$ cat config.mk
export PLATFORM = sky130hd
export DESIGN_NAME = mem_access_unit
export DESIGN_NICKNAME = d
export VERILOG_FILES = /design/src/rtl/mem_access_unit.sv
export SDC_FILE = /design/constraint.sdc
export NUM_CORES = 1
export LEC_CHECK = 0
export BUFFER_PORTS_ARGS = -buffer_cell sky130_fd_sc_hd__buf_2
export CAP_MARGIN = 5
export CORE_ASPECT_RATIO = 1.4
export CORE_MARGIN = 5
export CORE_UTILIZATION = 39
export CTS_CLUSTER_SIZE = 25
export DETAILED_ROUTE_END_ITERATION = 8
export GPL_TIMING_DRIVEN = 0
export PLACE_DENSITY = 0.78
export SLEW_MARGIN = 20
export SYNTH_ARGS = -nofsm -noshare
export SYNTH_HDL_FRONTEND = slang
export SYNTH_SLANG_ARGS = --single-unit
$ cat constraint.sdc
create_clock -name clk -period 2.5 [get_ports clk]
set_input_delay 0.625 -clock clk [delete_from_list [all_inputs] [get_ports clk]]
set_output_delay 0.625 -clock clk [all_outputs]
set_load 0.005 [all_outputs]
$ cat src/rtl/mem_access_unit.sv
// ============================================================================
// Module      : mem_access_unit
// Description : M-stage data-SRAM access unit. Decodes load/store ops into
//               SRAM enable, byte write-enables and physical address, flags
//               address errors, and aligns/extends the returned load data
//               for W stage, holding it across W-stage stalls.
// Revision    : 1.0 - initial release
// ============================================================================
`default_nettype none

module mem_access_unit #(
    parameter logic [31:0] UNMAPPED_MASK = 32'h1FFF_FFFF,
    parameter bit          XLATE_EN      = 1'b1
) (
    input  logic        clk,
    input  logic        rst,
    input  logic        stall,
    input  logic        flush,
    input  logic        valid_m,
    input  logic [7:0]  op_m,
    input  logic [31:0] addr_m,
    input  logic [31:0] wdata_m,
    input  logic [31:0] data_sram_rdata,
    output logic        data_sram_en,
    output logic [3:0]  data_sram_wen,
    output logic [31:0] data_sram_addr,
    output logic [31:0] data_sram_wdata,
    output logic        adel_m,
    output logic        ades_m,
    output logic [31:0] badvaddr_m,
    output logic [31:0] readdata_w
);

    localparam logic [7:0] C_OP_LB  = 8'b1110_0000;
    localparam logic [7:0] C_OP_LH  = 8'b1110_0001;
    localparam logic [7:0] C_OP_LW  = 8'b1110_0011;
    localparam logic [7:0] C_OP_LBU = 8'b1110_0100;
    localparam logic [7:0] C_OP_LHU = 8'b1110_0101;
    localparam logic [7:0] C_OP_SB  = 8'b1110_1000;
    localparam logic [7:0] C_OP_SH  = 8'b1110_1001;
    localparam logic [7:0] C_OP_SW  = 8'b1110_1011;

    typedef enum logic [1:0] {
        ST_IDLE = 2'd0,
        ST_RESP = 2'd1,
        ST_HOLD = 2'd2
    } state_t;

    state_t      state_q, state_d;
    logic [31:0] hold_q;
    logic [7:0]  ld_op_q;
    logic [1:0]  ld_off_q;

    logic        is_load, is_store, is_half, is_word;
    logic        misaligned, go, go_load;
    logic [31:0] src;
    logic [7:0]  sel_byte;
    logic [15:0] sel_half;
    logic [31:0] ld_result;

    // Decode the M-stage op into access class and size
    always_comb begin
        is_load  = 1'b0;
        is_store = 1'b0;
        is_half  = 1'b0;
        is_word  = 1'b0;
        case (op_m)
            C_OP_LB, C_OP_LBU: is_load = 1'b1;
            C_OP_LH, C_OP_LHU: begin is_load = 1'b1; is_half = 1'b1; end
            C_OP_LW:           begin is_load = 1'b1; is_word = 1'b1; end
            C_OP_SB:           is_store = 1'b1;
            C_OP_SH:           begin is_store = 1'b1; is_half = 1'b1; end
            C_OP_SW:           begin is_store = 1'b1; is_word = 1'b1; end
            default: ;
        endcase
    end

    assign misaligned = (is_half & addr_m[0]) | (is_word & (addr_m[1:0] != 2'b00));
    assign adel_m     = ~rst & valid_m & is_load  & misaligned;
    assign ades_m     = ~rst & valid_m & is_store & misaligned;
    assign badvaddr_m = (adel_m | ades_m) ? addr_m : 32'h0;

    // The access fires only on the cycle the instruction actually advances
    assign go      = valid_m & (is_load | is_store) & ~misaligned & ~stall & ~flush;
    assign go_load = go & is_load;

    assign data_sram_en    = go & ~rst;
    assign data_sram_wdata = wdata_m;
    assign data_sram_addr  = (XLATE_EN && addr_m[31:30] == 2'b10) ? (addr_m & UNMAPPED_MASK)
                                                                   : addr_m;

    // Byte write-enables for stores, positioned by the low address bits
    always_comb begin
        data_sram_wen = 4'b0000;
        if (go & is_store & ~rst) begin
            if (is_word)      data_sram_wen = 4'b1111;
            else if (is_half) data_sram_wen = addr_m[1] ? 4'b1100 : 4'b0011;
            else              data_sram_wen = 4'b0001 << addr_m[1:0];
        end
    end

    // Load-response FSM: next-state selection; flush dominates stall
    always_comb begin
        state_d = state_q;
        case (state_q)
            ST_IDLE: if (go_load) state_d = ST_RESP;
            ST_RESP: begin
                if (flush)        state_d = ST_IDLE;
                else if (stall)   state_d = ST_HOLD;
                else if (go_load) state_d = ST_RESP;
                else              state_d = ST_IDLE;
            end
            ST_HOLD: begin
                if (flush)        state_d = ST_IDLE;
                else if (!stall)  state_d = go_load ? ST_RESP : ST_IDLE;
            end
            default:              state_d = ST_IDLE;
        endcase
    end

    // State, held read data and the load descriptor of the in-flight load
    always_ff @(posedge clk) begin
        if (rst) begin
            state_q  <= ST_IDLE;
            hold_q   <= 32'h0;
            ld_op_q  <= 8'h0;
            ld_off_q <= 2'b00;
        end else begin
            state_q <= state_d;
            if (flush)
                hold_q <= 32'h0;
            else if (state_q == ST_RESP && stall)
                hold_q <= data_sram_rdata;
            if (go_load) begin
                ld_op_q  <= op_m;
                ld_off_q <= addr_m[1:0];
            end
        end
    end

    // Select the data source for W and align/extend it per the latched load op
    always_comb begin
        case (state_q)
            ST_RESP: src = data_sram_rdata;
            ST_HOLD: src = hold_q;
            default: src = 32'h0;
        endcase
        sel_byte = src[8*ld_off_q +: 8];
        sel_half = src[16*ld_off_q[1] +: 16];
        case (ld_op_q)
            C_OP_LB:  ld_result = {{24{sel_byte[7]}}, sel_byte};
            C_OP_LBU: ld_result = {24'h0, sel_byte};
            C_OP_LH:  ld_result = {{16{sel_half[15]}}, sel_half};
            C_OP_LHU: ld_result = {16'h0, sel_half};
            C_OP_LW:  ld_result = src;
            default:  ld_result = 32'h0;
        endcase
    end

    assign readdata_w = rst ? 32'h0 : ld_result;

endmodule

`default_nettype wire

# After elaboration in Yosys (flattened, before gate mapping)
# Index checks and enable logic that the tools add are counted.
# totals
reg_bits,44
in_bits,109
output_inout_bits,135
# classes
n_eq_ne,18
n_shift,3
n_mux,20
bitwise,22
reduce_logical,9
# op_table
cell,n
32-bit one-hot mux with 5 select lines,1
8-bit equality test (second input constant),13
32-bit 2-to-1 mux,3
32-bit one-hot mux with 2 select lines,1
32-bit by 6-bit variable part select with 16-bit output,1
32-bit by 6-bit variable part select with 8-bit output,1
4-bit 2-to-1 mux,4
1-bit AND,15
2-bit 2-to-1 mux,5
2-bit one-hot mux with 3 select lines,1
3-bit OR reduction,2
1-bit 2-to-1 mux,5
5-bit OR reduction,1
2-bit equality test (second input constant),2
1-bit inverter,4
2-bit OR reduction,2
1-bit by 2-bit << shifter with 4-bit output (first input constant),1
3-bit != test (second input constant),1
1-bit bitwise OR,3
2-bit by 1-bit equality test with 1-bit output (second input constant),1
2-bit zero test,1
2-bit != test (second input constant),1
2-bit AND reduction,1
2-bit nonzero test,1
1-bit logical AND,1

# Depth between registers and ports, before layout
# Gate-level depths: netlist of the first run.
# depth
depth_word,14
mapped_depth,10

# Worst setup path before layout of the first run
# OpenSTA, ideal clock, no wires.
# synth_timing
path_kind,reg2out
from,register state_q[0]
to,output port readdata_w[21]
arrival_ns,1.828
required_ns,1.875
path_slack_ns,0.047
path_stages_with_launch,9
path_buffers,3
path_cell_list,dfxtp_1 inv_1 ha_1 buf_2 nand3_2 or4_1 buf_6 buf_12 a21oi_2
# synth_via
elab_chain_cells,5
word_cells_on_any_way,7
cone_classes,2 x eq/ne; 2 x shift; 3 x mux
# synth_lines
element,line,source
"start, declared",49,"state_t state_q, state_d;"
"start signal, assigned",129,state_q <= state_d;
2-bit equality test or 2-bit by 1-bit equality test with 1-bit output (tied branches),143,case (state_q)
32-bit one-hot mux with 2 select lines (*),143,
32-bit by 6-bit variable part select with 16-bit output or 32-bit by 6-bit variable part select with 8-bit output (tied branches),"149, 148",
32-bit one-hot mux with 5 select lines (*),150,case (ld_op_q)
32-bit 2-to-1 mux (*),160,assign readdata_w = rst ? 32'h0 : ld_result;
"end, declared",31,output logic [31:0] readdata_w
# Mark *: on every way between the ends. The rest lies on a longest branch, timed or not.

# Worst setup path after layout of the first run
# layout_timing
from,register state_q[0]
to,output port readdata_w[22]
# The elaborated chain is that of the path after synthesis.

==> run summary, run 1 <==
Status: finished with violations
Failing checks: setup timing
Hold Crit Class: reg2reg
Gr ovfl total: 0
Max VDD drop: 217 uV
Worst Path Buf+Inv: 4
Number of global-route vias before repair: 4580
CTS tree: yes
Initial antenna violation count: 0
Max FO, Critical Path: 7
Critical Path End Type: output port
Critical path required time: 1880 ps
1st-pass router iterations: 5
Wire per inst: 18.5 um
Area after DPL: 4860 um2
Mapped Area: 3670 um2
ANT nets after route: 0
Setup Viol. Count Final: 34
Die height: 125 um
Sw Ratio: 24.5%
Final nets: 874
CTS Sinks: 44
Residual DRC: 0
DR vias/cell: 5.39
Number of cells on the critical path: 10
Reg clk slew, reported paths: 70 ps
Initial Util: 39.2%
Switch Pwr: 0.435 mW
Slowest-stage cell, CP: or4_1
Design area: 5960 um2
Multi-input combinational cell area: 2570 um2
Syn Area/Cell: 7.15 um2
Layout cells sized above 1: 58.7%
Minimum clock period: 3000 ps
Comb pwr share: 16.6%
First-pass GRT wire length: 23300 um
H-tree level count: 2
Setup_tns: -13380 ps
Worst skew pair latency: 300 ps
Power Dens Cells: 298 nW/um2
RD Place Congestion: 0.968
Slew @ Worst Pin: 698 ps
RSZ-0062 raised after global routing: yes
Core box area: 9350 um2
Max clock buf depth: 2
Cell Chain, Critical Path: inv_4 > ha_4 > a22oi_2 > mux2i_2 > mux2i_1 > or4_1 > buf_6 > clkbuf_16 > a21oi_4 > buf_2
Max_cap viols: 0
Floorplan row count: 42
Hold path depth: 2
CP max stage delay: 420 ps
Port Buffer Count: 210
LEAKAGE: 2.60 nW
CP Launch Type: flip-flop
Syn Nets: 626
Setup Crit Path Kind: reg2out
Syn Inst Count: 513
Sequential power share: 39.4%
Final period util: 120%
PnR worst setup slack: -505 ps
Worst endpoint data arrival time: 2380 ps
Slew HR: 53.5%
Flip-flop and latch count after synthesis: 44
Fraction of registers with async set/reset: 0%
Die ar.: 11500 um2
Die width: 92.0 um
Seq/Total Area, Yosys: 24.0%
Area growth syn-to-layout: 62.4%
Final Slew Violations: 0
Drt total wl: 16100 um
Largest net degree at the start of global routing: 16
Total CTS buffers: 5
Final Skew: 4.13 ps
Main synth FF type: dfxtp_1
P_int: 1.34 mW
Diode count: 0
Fmax achieved: 333 MHz
Total GRT Usage: 25.5%
Clock power share: 44.0%
Fillers: 785
Yosys warns: 0
Post-DP HPWL: 12400 um
Final hold vios: 0
Post-synth EDFFs: 0
I/O pin cnt: 244
CTS root buffer: clkbuf_16
Initial drt markers: 277
Crit-path leading delay family: buffers and inverters
Synth cell types: 53
Worst reg2reg path depth: 7
Hold WS: 461 ps
Via count: 4699
Register area: 887 um2
==> power by group through the flow <==
stage	combinational, mW	clock [mW]	sequential, mW
2_1_floorplan	0.115	0	0.717
5_1_grt	0.318	0.810	0.700
3_3_place_gp	0.261	0	0.717
3_5_place_dp	0.265	0	0.717
6_report	0.295	0.783	0.700
4_1_cts	0.281	0.782	0.700
==> worst min-delay path: stages (launching register included) <==
cell and delay (ps):
dfxtp_1 310, nand2_1 50, a21oi_1 50
==> layout make-up <==
type | count | share of cell area, %
plain buffers | 91 | 11.3
repair buffers | 248 | 25.1
well taps | 110 | 2.31
clock buffers | 5 | 2.10
clock inverters | 3 | 0.798
multi-input cells | 367 | 43.2
inverters | 4 | 0.294
flip-flops and latches | 44 | 14.9
==> path summary, 6_finish.rpt <==
path / startpoint / endpoint / slack (ps)
worst max-delay path: state_q[0] / readdata_w[22] / -500
worst max register to register: state_q[1] / hold_q[31] / 530
worst min-delay path: hold_q[5] / hold_q[5] / 460
worst min register to register: hold_q[5] / hold_q[5] / 460
==> metal layers <==
layer / track usage, % / routed length [um]
met1: 26.4 / 5540
met2: 46.8 / 8330
met3: 5.62 / 1480
met4: 13.5 / 772
met5: 0 / 0
==> synth_stat cells (2+ instances only) <==
| library cell | instances | area, um2 |
|---|---|---|
| a21o_1 | 2 | 15.0 |
| a21oi_1 | 57 | 285 |
| a21oi_2 | 9 | 78.8 |
| a22o_1 | 9 | 78.8 |
| a22oi_1 | 27 | 203 |
| a31oi_1 | 6 | 37.5 |
| and2_1 | 35 | 219 |
| and3_1 | 2 | 12.5 |
| and3_2 | 2 | 15.0 |
| and4b_1 | 3 | 30.0 |
| buf_1 | 3 | 11.3 |
| buf_2 | 8 | 40.0 |
| buf_4 | 62 | 465 |
| clkbuf_1 | 23 | 86.3 |
| dfxtp_1 | 44 | 881 |
| ha_1 | 4 | 50.1 |
| inv_1 | 4 | 15.0 |
| mux2_2 | 3 | 33.8 |
| mux2i_1 | 3 | 30.0 |
| nand2_1 | 95 | 357 |
| nand2b_1 | 12 | 75.1 |
| nand3_1 | 8 | 40.0 |
| nand3b_1 | 2 | 15.0 |
| nor2_1 | 21 | 78.8 |
| nor2b_1 | 5 | 31.3 |
| nor3_1 | 3 | 15.0 |
| nor4_1 | 3 | 18.8 |
| o21ai_0 | 10 | 50.1 |
| o21bai_1 | 2 | 15.0 |
| o22a_1 | 7 | 61.3 |
| o22ai_1 | 5 | 31.3 |
| or2_2 | 12 | 75.1 |
| or4_1 | 2 | 15.0 |
==> flip-flops by register name, indices dropped and copies added, names as in the netlist <==
signal	cells
hold_q	32
ld_off_q	2
state_q	2
ld_op_q	8
==> stage by stage <==
step	cells	util [%]	power, mW	worst slack, ps
3_3_place_gp	833	51.9	0.978	-452
3_5_place_dp	833	51.9	0.982	-485
5_1_grt	872	63.7	1.83	-567
2_1_floorplan	513	-	0.832	47.3
4_1_cts	861	60.3	1.76	-509
6_report	872	63.7	1.78	-505
==> repair_timing <==
item	CTS	global route
pin swaps	35	23
gates resized for setup	115	65
buffers inserted	22	13
setup endpoints to repair	69	67
hold buffers	0	0
gates cloned	1	2
==> cell usage in the layout, fill, tap and decap left out, drive strengths merged, types with 9 or more instances in the layout <==
cell	n
a21oi	67
a22o	9
a22oi	27
and2	35
buf	320
clkbuf	24
dfxtp	44
nand2	95
nand2b	12
nand3	9
nor2	21
o21ai	10
or2	13
==> cells by family (layout without fill, tap and decap cells) <==
group	Yosys count	after routing	synth area share, %
compound gates	143	143	25.8
mux	6	6	1.74
buf+inv	102	351	17.7
fa+ha+maj	4	4	1.36
simple gates	214	214	29.4
flops	44	44	24.0
Note: power is estimated with default switching activity, not from simulation.
==> inputs of run 2 (changes only) <==
Settings changed: CORE_UTILIZATION 39 to 46, PLACE_DENSITY 0.78 to 0.87.
Clock period 2.5 ns to 3.8 ns, I/O delays scaled along.
==> run summary, run 2 (synthesized netlist as in run 1, its figures left out) <==
Cts repair resizes: 0 (was 115)
Area after DPL: 4840 um2 (was 4860 um2)
Largest net degree at the start of global routing: 14 (was 16)
Commonest non-fill, non-tap cells in the layout: 218 x buf_2, 95 x nand2_1, 62 x buf_4, 57 x a21oi_1, 44 x dfxtp_1 (was 199 x buf_2, 94 x buf_4, 93 x nand2_1, 44 x a21oi_1, 41 x dfxtp_1)
Die ar.: 9890 um2 (was 11500 um2)
Hold buffers post-CTS: 0 (unchanged)
Total GRT Usage: 26.8% (was 25.5%)
Max VDD drop: 187 uV (was 217 uV)
Post-DP HPWL: 11900 um (was 12400 um)
Final nets: 843 (was 874)
Initial antenna violation count: 1 (was 0)
Hold path depth: 2 (unchanged)
Die width: 85.5 um (was 92.0 um)
Die height: 116 um (was 125 um)
Hold Crit Class: reg2reg (unchanged)
Largest Register: hold_q (unchanged)
Worst reg2reg path depth: 8 (was 7)
Setup Viol. Count Final: 0 (was 34)
Residual DRC: 0 (unchanged)
RD Place Congestion: 0.946 (was 0.968)
Area growth syn-to-layout: 35.7% (was 62.4%)
Floorplan row count: 38 (was 42)
Final hold vios: 0 (unchanged)
R2R Path End: hold_q[30] (was hold_q[31])
FF-to-FF Start: state_q[1] (unchanged)
Inst Count DP: 823 (was 833)
Max FFs per register: 32 (unchanged)
CTS tree: yes (unchanged)
CTS root buffer: clkbuf_8 (was clkbuf_16)
ANT nets after route: 0 (unchanged)
CTS Sinks: 44 (unchanged)
Wire per inst: 17.1 um (was 18.5 um)
Number of global-route vias before repair: 4258 (was 4580)
Setup_tns: 0 ps (was -13380 ps)
Top flop regs: hold_q: 32 flops, ld_op_q: 8 flops (unchanged)
1st-pass router iterations: 7 (was 5)
Initial drt markers: 317 (was 277)
I/O pin cnt: 244 (unchanged)
Layout cells sized above 1: 44.1% (was 58.7%)
Max clock buf depth: 2 (unchanged)
First-pass GRT wire length: 20800 um (was 23300 um)
Initial Util: 47.3% (was 39.2%)
Most common cell after layout, fill and taps aside: buf_2 (unchanged)
Minimum clock period: 3650 ps
Critical Path End Type: output port (unchanged)
Slew HR: 53.8% (was 53.5%)
Worst endpoint data arrival time: 2700 ps (was 2380 ps)
Slew @ Worst Pin: 693 ps (was 698 ps)
Port Buffer Count: 210 (unchanged)
RSZ-0062 raised after global routing: no (was yes)
DR vias/cell: 5.36 (was 5.39)
Drt total wl: 14200 um (was 16100 um)
Max FO, Critical Path: 7 (unchanged)
Worst skew pair latency: 310 ps (was 300 ps)
H-tree level count: 2 (unchanged)
Final Skew: 4.62 ps (was 4.13 ps)
Power Dens Cells: 213 nW/um2 (was 298 nW/um2)
Worst min-delay path endpoint: hold_q[31] (was hold_q[5])
Critical path required time: 2850 ps (was 1880 ps)
CP Launch Type: flip-flop (unchanged)
Status: finished clean (was finished with violations)
Via count: 4451 (was 4699)
Post-CTS Setup Repair Bufs: 0 (was 22)
LEAKAGE: 2.26 nW (was 2.60 nW)
Core box area: 7750 um2 (was 9350 um2)
Total CTS buffers: 5 (unchanged)
Min-delay src: hold_q[31] (was hold_q[5])
Max_cap viols: 0 (unchanged)
R2R Setup Slk: 1640 ps (was 530 ps)
Layout Cells excl Fill: 830 (was 872)
Gr ovfl total: 0 (unchanged)
Diode count: 0 (unchanged)
Design area: 4980 um2 (was 5960 um2)
Final Slew Violations: 0 (unchanged)
Fmax achieved: 274 MHz
Final period util: 96.1%
Reg clk slew, reported paths: 90 ps (was 70 ps)
Setup Crit Path Kind: reg2out (unchanged)
## run 2: worst max path at each step
stage	startpoint	to	slack (ps)	cells past startpoint
2_1_floorplan	data_sram_rdata[23]	readdata_w[21]	780	7
3_3_place_gp	op_m[1]	badvaddr_m[18]	200	7
3_5_place_dp	op_m[1]	badvaddr_m[17]	200	7
4_1_cts	op_m[1]	badvaddr_m[18]	190	7
5_1_grt	state_q[1]	readdata_w[25]	60	11
6_report	state_q[0]	readdata_w[8]	150	9
## run 2: cell type report
cell class	count	area [um2]
flip-flops and latches	44	881
clock inverters	2	60.1
multi-input cells	367	2140
well taps	100	125
plain buffers	98	634
fillers	680	2770
clock buffers	5	68.8
inverters	4	15.0
repair buffers	210	1050
## run 2: layer usage
layer	vias to the layer above	global-route usage, %	share of wire, %
met4	2	12.2	4.0
li1	2140	-	-
met2	286	51.0	52
met3	36	6.40	9.9
met1	1987	27.3	34
met5	-	0	0.049
## run 2: critical path, cell delays in order (launching register included)
cell and delay [ps]:
dfxtp_1 400, inv_1 80, ha_1 190, buf_4 170, a22oi_1 420, mux2i_1 190
mux2_2 310, nand4_1 220, o21ai_0 220, buf_2 180
## run 2: power by group
group          internal, mW  switching (mW)  total (mW)  leakage (nW)
clock                 0.259           0.168       0.427        0.0642
sequential            0.461        0.000179       0.461         0.354
combinational        0.0993          0.0723       0.172          1.84
## run 2: stage by stage
| stage | power [mW] | hold WS (ps) | util (%) | setup slack, ps |
|---|---|---|---|---|
| finish | 1.06 | 461 | 64.2 | 149 |
| global route | 1.10 | 481 | 64.2 | 56.8 |
| CTS | 1.06 | 459 | 64.2 | 190 |
| detailed placement | 0.644 | 447 | 62.5 | 200 |
| global placement | 0.640 | 442 | 62.5 | 195 |
| floorplan | 0.547 | 432 | - | 778 |
==> inputs of run 3 (changes only) <==
Settings changed: CORE_UTILIZATION 46 to 43, PLACE_DENSITY 0.87 to 0.82, TNS_END_PERCENT set to 1.
Clock period 3.8 ns to 3.9 ns, I/O delays scaled along.
==> run summary, run 3 (synthesized netlist as in run 1, its figures left out) <==
Status: finished clean (unchanged)
Initial Util: 43.4% (was 47.3%)
Max clock buf depth: 2 (unchanged)
I/O pin cnt: 244 (unchanged)
Total CTS buffers: 5 (unchanged)
LEAKAGE: 2.27 nW (was 2.26 nW)
Drt total wl: 14800 um (was 14200 um)
Final period util: 94.0%
CTS Sinks: 44 (unchanged)
Post-DP HPWL: 12300 um (was 11900 um)
Max_cap viols: 0 (unchanged)
Largest Register: hold_q (unchanged)
First-pass GRT wire length: 22200 um (was 20800 um)
Design area: 5030 um2 (was 4980 um2)
1st-pass router iterations: 5 (was 7)
Hold WS: 457 ps (was 461 ps)
Power Dens Cells: 221 nW/um2 (was 213 nW/um2)
Total GRT Usage: 27.0% (was 26.8%)
FF-to-FF Start: state_q[1] (unchanged)
Area after DPL: 4850 um2 (was 4840 um2)
Critical path required time: 2920 ps (was 2850 ps)
Area growth syn-to-layout: 37.1% (was 35.7%)
Cts repair resizes: 0 (unchanged)
Final nets: 843 (unchanged)
Fin util: 59.5% (was 64.2%)
PnR worst setup slack: 234 ps (was 149 ps)
Worst endpoint data arrival time: 2690 ps (was 2700 ps)
Fillers: 786 (was 680)
Final Slew Violations: 0 (unchanged)
Hold Crit Class: reg2reg (unchanged)
Commonest non-fill, non-tap cells in the layout: 218 x buf_2, 95 x nand2_1, 62 x buf_4, 57 x a21oi_1, 44 x dfxtp_1 (unchanged)
Slew HR: 51.9% (was 53.8%)
Gr ovfl total: 0 (unchanged)
Floorplan row count: 40 (was 38)
Die width: 88.1 um (was 85.5 um)
ANT nets after route: 0 (unchanged)
Critical Path End Type: output port (unchanged)
CTS root buffer: clkbuf_16 (was clkbuf_8)
Top flop regs: hold_q: 32 flops, ld_op_q: 8 flops (unchanged)
Die height: 119 um (was 116 um)
CTS tree: yes (unchanged)
Residual DRC: 0 (unchanged)
Post-CTS Setup Repair Bufs: 0 (unchanged)
Max FFs per register: 32 (unchanged)
Initial drt markers: 378 (was 317)
Pre-CTS setup slack: 207 ps (was 200 ps)
Largest net degree at the start of global routing: 16 (was 14)
Setup Crit Path Kind: in2out (was reg2out)
Hold buffers post-CTS: 0 (unchanged)
Fmax achieved: 273 MHz
Core box area: 8460 um2 (was 7750 um2)
Min-delay src: hold_q[6] (was hold_q[31])
CP Launch Type: input port (was flip-flop)
Slew @ Worst Pin: 721 ps (was 693 ps)
H-tree level count: 2 (unchanged)
Layout cells sized above 1: 44.0% (was 44.1%)
Setup_tns: 0 ps (unchanged)
Worst Setup SP: op_m[1] (was state_q[0])
Initial antenna violation count: 1 (unchanged)
Number of global-route vias before repair: 4481 (was 4258)
RSZ-0062 raised after global routing: no (unchanged)
Reg clk slew, reported paths: 70 ps (was 90 ps)
Final hold vios: 0 (unchanged)
Most common cell after layout, fill and taps aside: buf_2 (unchanged)
RD Place Congestion: 0.945 (was 0.946)
Max FO, Critical Path: 10 (was 7)
Die ar.: 10500 um2 (was 9890 um2)
Max VDD drop: 266 uV (was 187 uV)
Final Skew: 3.12 ps (was 4.62 ps)
Port Buffer Count: 210 (unchanged)
Wire per inst: 17.6 um (was 17.1 um)
Minimum clock period: 3670 ps
DR vias/cell: 5.40 (was 5.36)
Via count: 4528 (was 4451)
Setup Viol. Count Final: 0 (unchanged)
Worst skew pair latency: 290 ps (was 310 ps)
[run 3: cell count changes in the layout (fill, tap and decap cells not counted)]
cell	delta
diode_2	+3
clkinvlp_4	+1
nor3_2	-1
clkbuf_16	+5
nor3_1	+1
bufinv_16	-1
inv_6	+1
clkbuf_8	-5
[run 3: worst paths after layout]
kind                     to  slack [ps]  cells after the start
min               hold_q[6]         460                      2
max reg2reg       hold_q[4]        1760                      8
max          badvaddr_m[29]         230                      7
min reg2reg       hold_q[6]         460                      2
[run 3: power breakdown]
| group | switching, mW | internal (mW) | leakage [nW] | total (mW) |
|---|---|---|---|---|
| logic | 0.0707 | 0.0967 | 1.84 | 0.167 |
| clock network | 0.191 | 0.305 | 0.0804 | 0.495 |
| registers | 0.000182 | 0.449 | 0.354 | 0.449 |
[run 3: critical path: stages]
cell	delay [ps]
buf_2	150
o21ai_0	210
a31oi_2	200
nor3_1	520
clkbuf_1	310
and2_1	200
buf_2	120
[run 3: layout make-up]
cell class	count	area, um2	share of cell area, %
plain buffers	98	634	12.6
repair buffers	210	1050	20.9
clock inverters	3	46.3	0.920
flip-flops and latches	44	881	17.5
diodes	3	7.51	0.149
multi-input cells	367	2140	42.5
inverters	4	15.0	0.299
clock buffers	5	125	2.49
well taps	105	131	2.61
[run 3: metal layers]
layer | GRT usage, % | wire (um)
met2 | 50.6 | 7660
met5 | 0 | 9
met4 | 12.2 | 726
met1 | 28.1 | 4950
met3 | 4.84 | 1460
[run 3: stage by stage]
stage	power (mW)	cells
after CTS	1.12	836
final	1.11	839
after global routing	1.15	836
after floorplan	0.533	513
after detailed placement	0.627	828
after global placement	0.624	828
